## src/rtl/asip_mem_pkg.sv

```systemverilog
// asip_mem_pkg
// Shared types and default widths for the ASIP data-memory arbiter.
//   ADDR_W_DEF / DATA_W_DEF : default word-address and data widths
//   owner_t                 : which requester the in-flight read belongs to
//   side_t                  : which requester received the most recent grant
package asip_mem_pkg;

  localparam int ADDR_W_DEF = 16;
  localparam int DATA_W_DEF = 32;

  typedef enum logic [1:0] {
    OWN_NONE = 2'd0,
    OWN_CPU  = 2'd1,
    OWN_VGA  = 2'd2
  } owner_t;

  typedef enum logic {
    GNT_CPU = 1'b0,
    GNT_VGA = 1'b1
  } side_t;

endpackage

```

## src/rtl/asip_rr_arb2.sv

```systemverilog
// asip_rr_arb2
// Two-way round-robin pick between CPU and VGA, with CPU lock ownership and a
// forced yield to VGA once LOCK_MAX consecutive locked CPU grants have been given.
// Ports:
//   clk, rst_n          clock, synchronous active-low reset
//   cpu_req, cpu_lock   CPU request and atomic-ownership request
//   vga_req             VGA request
//   cpu_win, vga_win    combinational one-hot (or zero) winner for this cycle
module asip_rr_arb2
  import asip_mem_pkg::*;
#(
  parameter int LOCK_MAX = 8
) (
  input  logic clk,
  input  logic rst_n,
  input  logic cpu_req,
  input  logic cpu_lock,
  input  logic vga_req,
  output logic cpu_win,
  output logic vga_win
);

  localparam int CNT_W = $clog2(LOCK_MAX + 1);
  localparam logic [CNT_W-1:0] CNT_MAX = CNT_W'(LOCK_MAX);

  side_t            last_gnt;
  logic [CNT_W-1:0] lock_cnt;
  logic             lock_active;

  assign lock_active = (last_gnt == GNT_CPU) && cpu_req && cpu_lock && (lock_cnt < CNT_MAX);

  always_comb begin
    cpu_win = 1'b0;
    vga_win = 1'b0;
    if (cpu_req && vga_req) begin
      if (lock_active)
        cpu_win = 1'b1;
      else if (lock_cnt == CNT_MAX)
        vga_win = 1'b1;  // lock budget exhausted: VGA gets its turn
      else if (last_gnt == GNT_CPU)
        vga_win = 1'b1;
      else
        cpu_win = 1'b1;
    end else begin
      cpu_win = cpu_req;
      vga_win = vga_req;
    end
  end

  // Winners are not gated by rst_n here; the reset branch overrides any update.
  always_ff @(posedge clk) begin
    if (!rst_n) begin
      last_gnt <= GNT_VGA;  // CPU takes the first tie out of reset
      lock_cnt <= '0;
    end else if (cpu_win) begin
      last_gnt <= GNT_CPU;
      if (!cpu_lock)
        lock_cnt <= '0;
      else if (lock_cnt != CNT_MAX)
        lock_cnt <= lock_cnt + 1'b1;
    end else if (vga_win) begin
      last_gnt <= GNT_VGA;
      lock_cnt <= '0;
    end else begin
      lock_cnt <= '0;
    end
  end

endmodule

```

## src/rtl/asip_mem_arbiter.sv

```systemverilog
// asip_mem_arbiter
// Shares the single-port synchronous data RAM between the ASIP load/store unit
// and the VGA frame reader. One access is granted per cycle; read data returns
// one cycle later and is steered to whichever requester issued that read.
// Ports:
//   clk, rst_n                         clock, synchronous active-low reset
//   cpu_req/we/lock/addr/wdata         CPU access request
//   cpu_gnt, cpu_rvalid, cpu_rdata     CPU grant and read return
//   vga_req/addr                       VGA read request
//   vga_gnt, vga_rvalid, vga_rdata     VGA grant and read return
//   mem_en/we/addr/wdata, mem_rdata    RAM port
module asip_mem_arbiter
  import asip_mem_pkg::*;
#(
  parameter int ADDR_W   = ADDR_W_DEF,
  parameter int DATA_W   = DATA_W_DEF,
  parameter int LOCK_MAX = 8
) (
  input  logic              clk,
  input  logic              rst_n,
  input  logic              cpu_req,
  input  logic              cpu_we,
  input  logic              cpu_lock,
  input  logic [ADDR_W-1:0] cpu_addr,
  input  logic [DATA_W-1:0] cpu_wdata,
  output logic              cpu_gnt,
  output logic              cpu_rvalid,
  output logic [DATA_W-1:0] cpu_rdata,
  input  logic              vga_req,
  input  logic [ADDR_W-1:0] vga_addr,
  output logic              vga_gnt,
  output logic              vga_rvalid,
  output logic [DATA_W-1:0] vga_rdata,
  output logic              mem_en,
  output logic              mem_we,
  output logic [ADDR_W-1:0] mem_addr,
  output logic [DATA_W-1:0] mem_wdata,
  input  logic [DATA_W-1:0] mem_rdata
);

  logic   cpu_win;
  logic   vga_win;
  owner_t rd_owner;

  asip_rr_arb2 #(
    .LOCK_MAX (LOCK_MAX)
  ) u_arb (
    .clk      (clk),
    .rst_n    (rst_n),
    .cpu_req  (cpu_req),
    .cpu_lock (cpu_lock),
    .vga_req  (vga_req),
    .cpu_win  (cpu_win),
    .vga_win  (vga_win)
  );

  // Grants and the RAM port stay quiet while reset is held.
  assign cpu_gnt = cpu_win & rst_n;
  assign vga_gnt = vga_win & rst_n;

  always_comb begin
    mem_en    = 1'b0;
    mem_we    = 1'b0;
    mem_addr  = '0;
    mem_wdata = '0;
    if (cpu_gnt) begin
      mem_en    = 1'b1;
      mem_we    = cpu_we;
      mem_addr  = cpu_addr;
      mem_wdata = cpu_wdata;
    end else if (vga_gnt) begin
      mem_en    = 1'b1;
      mem_addr  = vga_addr;
    end
  end

  always_ff @(posedge clk) begin
    if (!rst_n)
      rd_owner <= OWN_NONE;
    else if (cpu_gnt && !cpu_we)
      rd_owner <= OWN_CPU;
    else if (vga_gnt)
      rd_owner <= OWN_VGA;
    else
      rd_owner <= OWN_NONE;
  end

  // rd_owner may still name a requester during the first reset cycle, so the
  // return path is gated by rst_n as well.
  assign cpu_rvalid = rst_n && (rd_owner == OWN_CPU);
  assign vga_rvalid = rst_n && (rd_owner == OWN_VGA);
  assign cpu_rdata  = cpu_rvalid ? mem_rdata : '0;
  assign vga_rdata  = vga_rvalid ? mem_rdata : '0;

endmodule

```

## config.mk

```make
export PLATFORM = sky130hd
export DESIGN_NAME = asip_mem_arbiter
export DESIGN_NICKNAME = d
export VERILOG_FILES = /design/src/rtl/asip_mem_pkg.sv /design/src/rtl/asip_rr_arb2.sv /design/src/rtl/asip_mem_arbiter.sv
export SDC_FILE = /design/constraint.sdc
export NUM_CORES = 1
export LEC_CHECK = 0
export ABC_AREA = 1
export CAP_MARGIN = 20
export CORE_AREA = 2 2 86 88
export DETAILED_ROUTE_END_ITERATION = 12
export DIE_AREA = 0 0 88 90
export PLACE_DENSITY = 0.74
export SYNTH_ARGS = -nofsm -noshare
export SYNTH_HDL_FRONTEND = slang
export SYNTH_HIERARCHICAL = 1
export SYNTH_SLANG_ARGS = --single-unit
```

## constraint.sdc

```tcl
create_clock -name clk -period 2.9 [get_ports clk]
set_input_delay 0.435 -clock clk [delete_from_list [all_inputs] [get_ports clk]]
set_output_delay 0.435 -clock clk [all_outputs]
set_load 0.01 [all_outputs]
```

==> results summary <==
The run finished with clean final reports. Setup violations remaining at the end of the flow were counted as 0. Based on the critical path, the design can be clocked at up to ~360 MHz. In the synthesized netlist, the number of instances is 309.

The arrival time of data at the critical path endpoint is around 2.4 ns. The total number of vias is around 2500. The number of nets in the layout is approximately 630. The count of yosys warnings during synthesis came out at 6. The first routing iteration left between 50 and 60 violations. The initial core utilization is 0.1959. The area fraction in compound gates after synthesis is 0.01365.

The largest single stage delay on the critical path is 0.54 ns. The number of global-route vias before repair was 2373. The initial antenna violation count came out at 0.

The worst hold path belongs to the class flop to flop. The dominant combinational cell family by area after synthesis is simple AND/OR/NAND/NOR gates. The static leakage power is ~1.9 nW.

The share of the synthesized netlist area taken by xor and xnor gates came out at 0.01274. The clock sink count is 7. The adder and majority gate portion of the synthesized area came out at 0.01820. In this design, the critical path's most frequently occurring cell is sky130_fd_sc_hd__nand2_1. The number of hold-slack violations in the final timing report was 0. The startpoint identified for the worst register-to-register timing path is u_arb/lock_cnt[0]. The maximum number of pins on one net before global-route repair is 36.

Counting along the longest clock path gives a buffer depth of 2. Clock tree synthesis selected as its root buffer the cell sky130_fd_sc_hd__clkbuf_8. The total detailed-routing wirelength is roughly 7 mm.

The number of nets in the synthesized netlist is 413. The CTS H-tree depth came out at 1. The element type at the critical path end is a primary output.

The weighted congestion at the end of routability-driven global placement is 0.8022. The length in cells of the worst reg-to-reg path is 9. The clock latency of the later-clocked register in the worst-skew pair is 0.23 ns. The setup path with the least slack is of type input pin to primary output.

After clock tree synthesis, the setup repair step added 0 buffers. STA classifies the critical path startpoint as an input pin. Of the available clock period, the critical path in the final layout requires 0.9618. The critical path buffer and inverter count came out at 3.

In this run the register-to-register setup slack is between 1 and 1.5 ns. For this run, the register share of the synthesized area comes to 0.1019. The mux share of post-synthesis cell area is 0. The number of max-capacitance violations reported is 0. The utilization after layout is 0.5299. The worst register-to-register path ends at rd_owner[1]. Following the worst setup path forward leads to its endpoint at mem_addr[10]. In the global route stage, overall resource usage came out at 0.1627.

After synthesis the netlist holds a flip-flop and latch count of 7. The mean instance size in the synthesized netlist is ~4.5 µm². In the final routed layout, each cell accounts on average for 11.26 µm.

The slew at the pin closest to its max-slew limit is ~0.33 ns. The placement row count is 31. The max-slew violation count came to 0. The total of buffers placed on input and output ports is 219. In this run the vertical extent of the chip is 90 µm. The first global-routing pass estimated ~11 mm of wire.

The fraction of layout instances using a drive strength above 1 is 0.03435. The total area inside the core boundary comes to approximately 0.0070 mm². Of the total synthesized cell area, the portion taken by AND, OR, NAND and NOR gates is 0.5487. The number of cells in the finished layout apart from fillers came out at about 620. The clock tree from TritonCTS is built.

The worst hold path was traced through 2 stages. Detailed placement finished with a half-perimeter wire length of 5.860 mm. The layout overhead on the synthesized area came out at 170.5%. The number of gates on the worst path with buffers counted came out at 9. The die outline area came out at 0.007920 mm². The worst path in the final design needs a cycle of about 2.8 ns, including I/O delays and setup. The final antenna-violating net count is 0.

The number of inserted diodes is 0. The number of different library cells used by synthesis comes to 20. The horizontal die dimension came out at between 80 and 90 µm. The total CTS buffers came out at 3. The largest clock skew in the final design is 0.001274 ns. The placed instance count came out at a little over 600. Traced cell by cell, the critical path runs through clkdlybuf4s50_1, nand2_1, a21oi_2, a21oi_2, buf_4, nor2_1, nand2_1, nand2_1, clkdlybuf4s50_1.

The remaining routing DRC violations is 0. Dividing the detail-routed via count by the number of cells gives 3.933. The worst-path cell with the longest stage delay is sky130_fd_sc_hd__clkdlybuf4s50_1. The tightest slew margin relative to the limit came out at 0.7815. The mapped cell area came out at ~0.0014 mm². The first-pass iteration count of the detailed router came out at 5. In this run the worst setup path begins at cpu_req. The clock-pin transition on the worst setup and hold timing paths is 0.04 ns.

IR analysis of the VDD net gives a maximum drop of 0.08741 mV. The required time at the endpoint of the critical path came out at around 2.5 ns. Of all nets on the critical path, the largest fanout is 16. The number of I/O pins came out at between 200 and 250. For this design the ratio of total power to cell area is 167.7 mW/mm². The final global-route overflow total is 0. The cell type group with the largest total delay on the critical path is buffers and inverters.
==> cell families (layout without fill, tap and decap cells) <==
logic type | after synthesis | after routing
flip-flops | 7 | 7
AND/OR/NAND/NOR | 189 | 189
adder cells (fa/ha/maj) | 2 | 2
buffers and inverters | 106 | 321
AO/OA/AOI/OAI | 3 | 3
XOR/XNOR | 2 | 2
==> worst register-to-register path, stage by stage, from the launching register on <==
cell	delay, ns
sky130_fd_sc_hd__dfxtp_1	0.38
sky130_fd_sc_hd__inv_1	0.06
sky130_fd_sc_hd__ha_1	0.22
sky130_fd_sc_hd__nand3b_4	0.12
sky130_fd_sc_hd__nand2_4	0.06
sky130_fd_sc_hd__a21oi_2	0.17
sky130_fd_sc_hd__nand2_2	0.10
sky130_fd_sc_hd__buf_6	0.20
sky130_fd_sc_hd__nor2_1	0.16
sky130_fd_sc_hd__nor2_1	0.05
==> cells in the final DEF, fill, tap and decap left out, drive strengths merged <==
cell type      netlist  layout
clkbuf               0       4
ha                   2       2
nand3                5       5
inv                 92      93
dfxtp                7       7
a21oi                2       2
nand4                1       1
or2                  1       1
nand2               60      60
buf                 13       4
clkdlybuf4s50        0     219
xor2                 2       2
nor2               121     121
nand3b               1       1
o21ai                1       1
clkinv               1       1
==> synth_stat cells <==
master                       n  area [µm²]
sky130_fd_sc_hd__a21oi_1     1       5.000
sky130_fd_sc_hd__a21oi_2     1       8.760
sky130_fd_sc_hd__buf_2      11       55.05
sky130_fd_sc_hd__buf_4       2       15.01
sky130_fd_sc_hd__clkinv_1    1       3.750
sky130_fd_sc_hd__dfxtp_1     7       140.1
sky130_fd_sc_hd__ha_1        2       25.02
sky130_fd_sc_hd__inv_1      91       341.6
sky130_fd_sc_hd__inv_2       1       3.750
sky130_fd_sc_hd__nand2_1    57       214.0
sky130_fd_sc_hd__nand2_2     2       12.51
sky130_fd_sc_hd__nand2_4     1       11.26
sky130_fd_sc_hd__nand3_1     4       20.02
sky130_fd_sc_hd__nand3_2     1       10.01
sky130_fd_sc_hd__nand3b_4    1       20.02
sky130_fd_sc_hd__nand4_1     1       6.260
sky130_fd_sc_hd__nor2_1    121       454.2
sky130_fd_sc_hd__o21ai_0     1       5.000
sky130_fd_sc_hd__or2_1       1       6.260
sky130_fd_sc_hd__xor2_1      2       17.52
==> flip-flops by register name, indices dropped and copies added (netlist names) <==
register	count
u_arb/lock_cnt	4
u_arb/last_gnt	1
rd_owner	2
==> routing by layer <==
metal | GRT usage | part of all wire
met4 | 0.04872 | 0.022
met2 | 0.3245 | 0.50
met3 | 0.04959 | 0.12
met5 | 0 | 0
met1 | 0.1511 | 0.35
==> cell type report <==
cell class / count / area, µm²
Multi-Input combinational cell: 196 / 822.0
Sequential cell: 7 / 140.1
Tap cell: 99 / 123.9
Timing Repair inverter: 1 / 6.256
Inverter: 93 / 356.6
Timing Repair Buffer: 223 / 2226
Clock buffer: 4 / 45.04
Fill cell: 702 / 3301
==> per-stage QoR <==
| step | setup TNS [ns] | hold WS [ns] | power [mW] | cell area (µm²) | worst slack, ns |
|---|---|---|---|---|---|
| after floorplan | 0 | 0.5189 | 0.2293 | 1375 | 0.8731 |
| after global placement | 0 | 0.5477 | 0.4811 | 3651 | 0.01987 |
| after detailed placement | -0.7459 | 0.5501 | 0.4842 | 3651 | -0.06744 |
| after CTS | 0 | 0.5564 | 0.6282 | 3697 | 0.01571 |
| after global routing | -0.02841 | 0.5937 | 0.6677 | 3720 | -0.009496 |
| final | 0 | 0.5641 | 0.6240 | 3720 | 0.1109 |
==> worst min-delay path by stage <==
stage	startpoint	end	slack, ns
3_3_place_gp	u_arb/last_gnt	u_arb/last_gnt	0.55
6_report	u_arb/last_gnt	u_arb/last_gnt	0.56
5_1_grt	u_arb/last_gnt	u_arb/last_gnt	0.59
2_1_floorplan	cpu_we	rd_owner[0]	0.52
3_5_place_dp	u_arb/last_gnt	u_arb/last_gnt	0.55
4_1_cts	u_arb/last_gnt	u_arb/last_gnt	0.56
==> what timing repair did <==
item,CTS,global route
hold buffers,0,0
gates resized for setup,1,8
endpoints found under the setup margin,16,49
gates cloned,0,1
pin swaps,0,0
==> where the power goes <==
part | leakage, nW | switching [mW] | internal, mW | total, mW
sequential | 0.0572 | 0.00284 | 0.100 | 0.103
combinational | 1.79 | 0.147 | 0.235 | 0.382
clock | 0.0228 | 0.0434 | 0.0952 | 0.139
total | 1.87 | 0.194 | 0.430 | 0.624
Power figures use the tool's default switching activity.
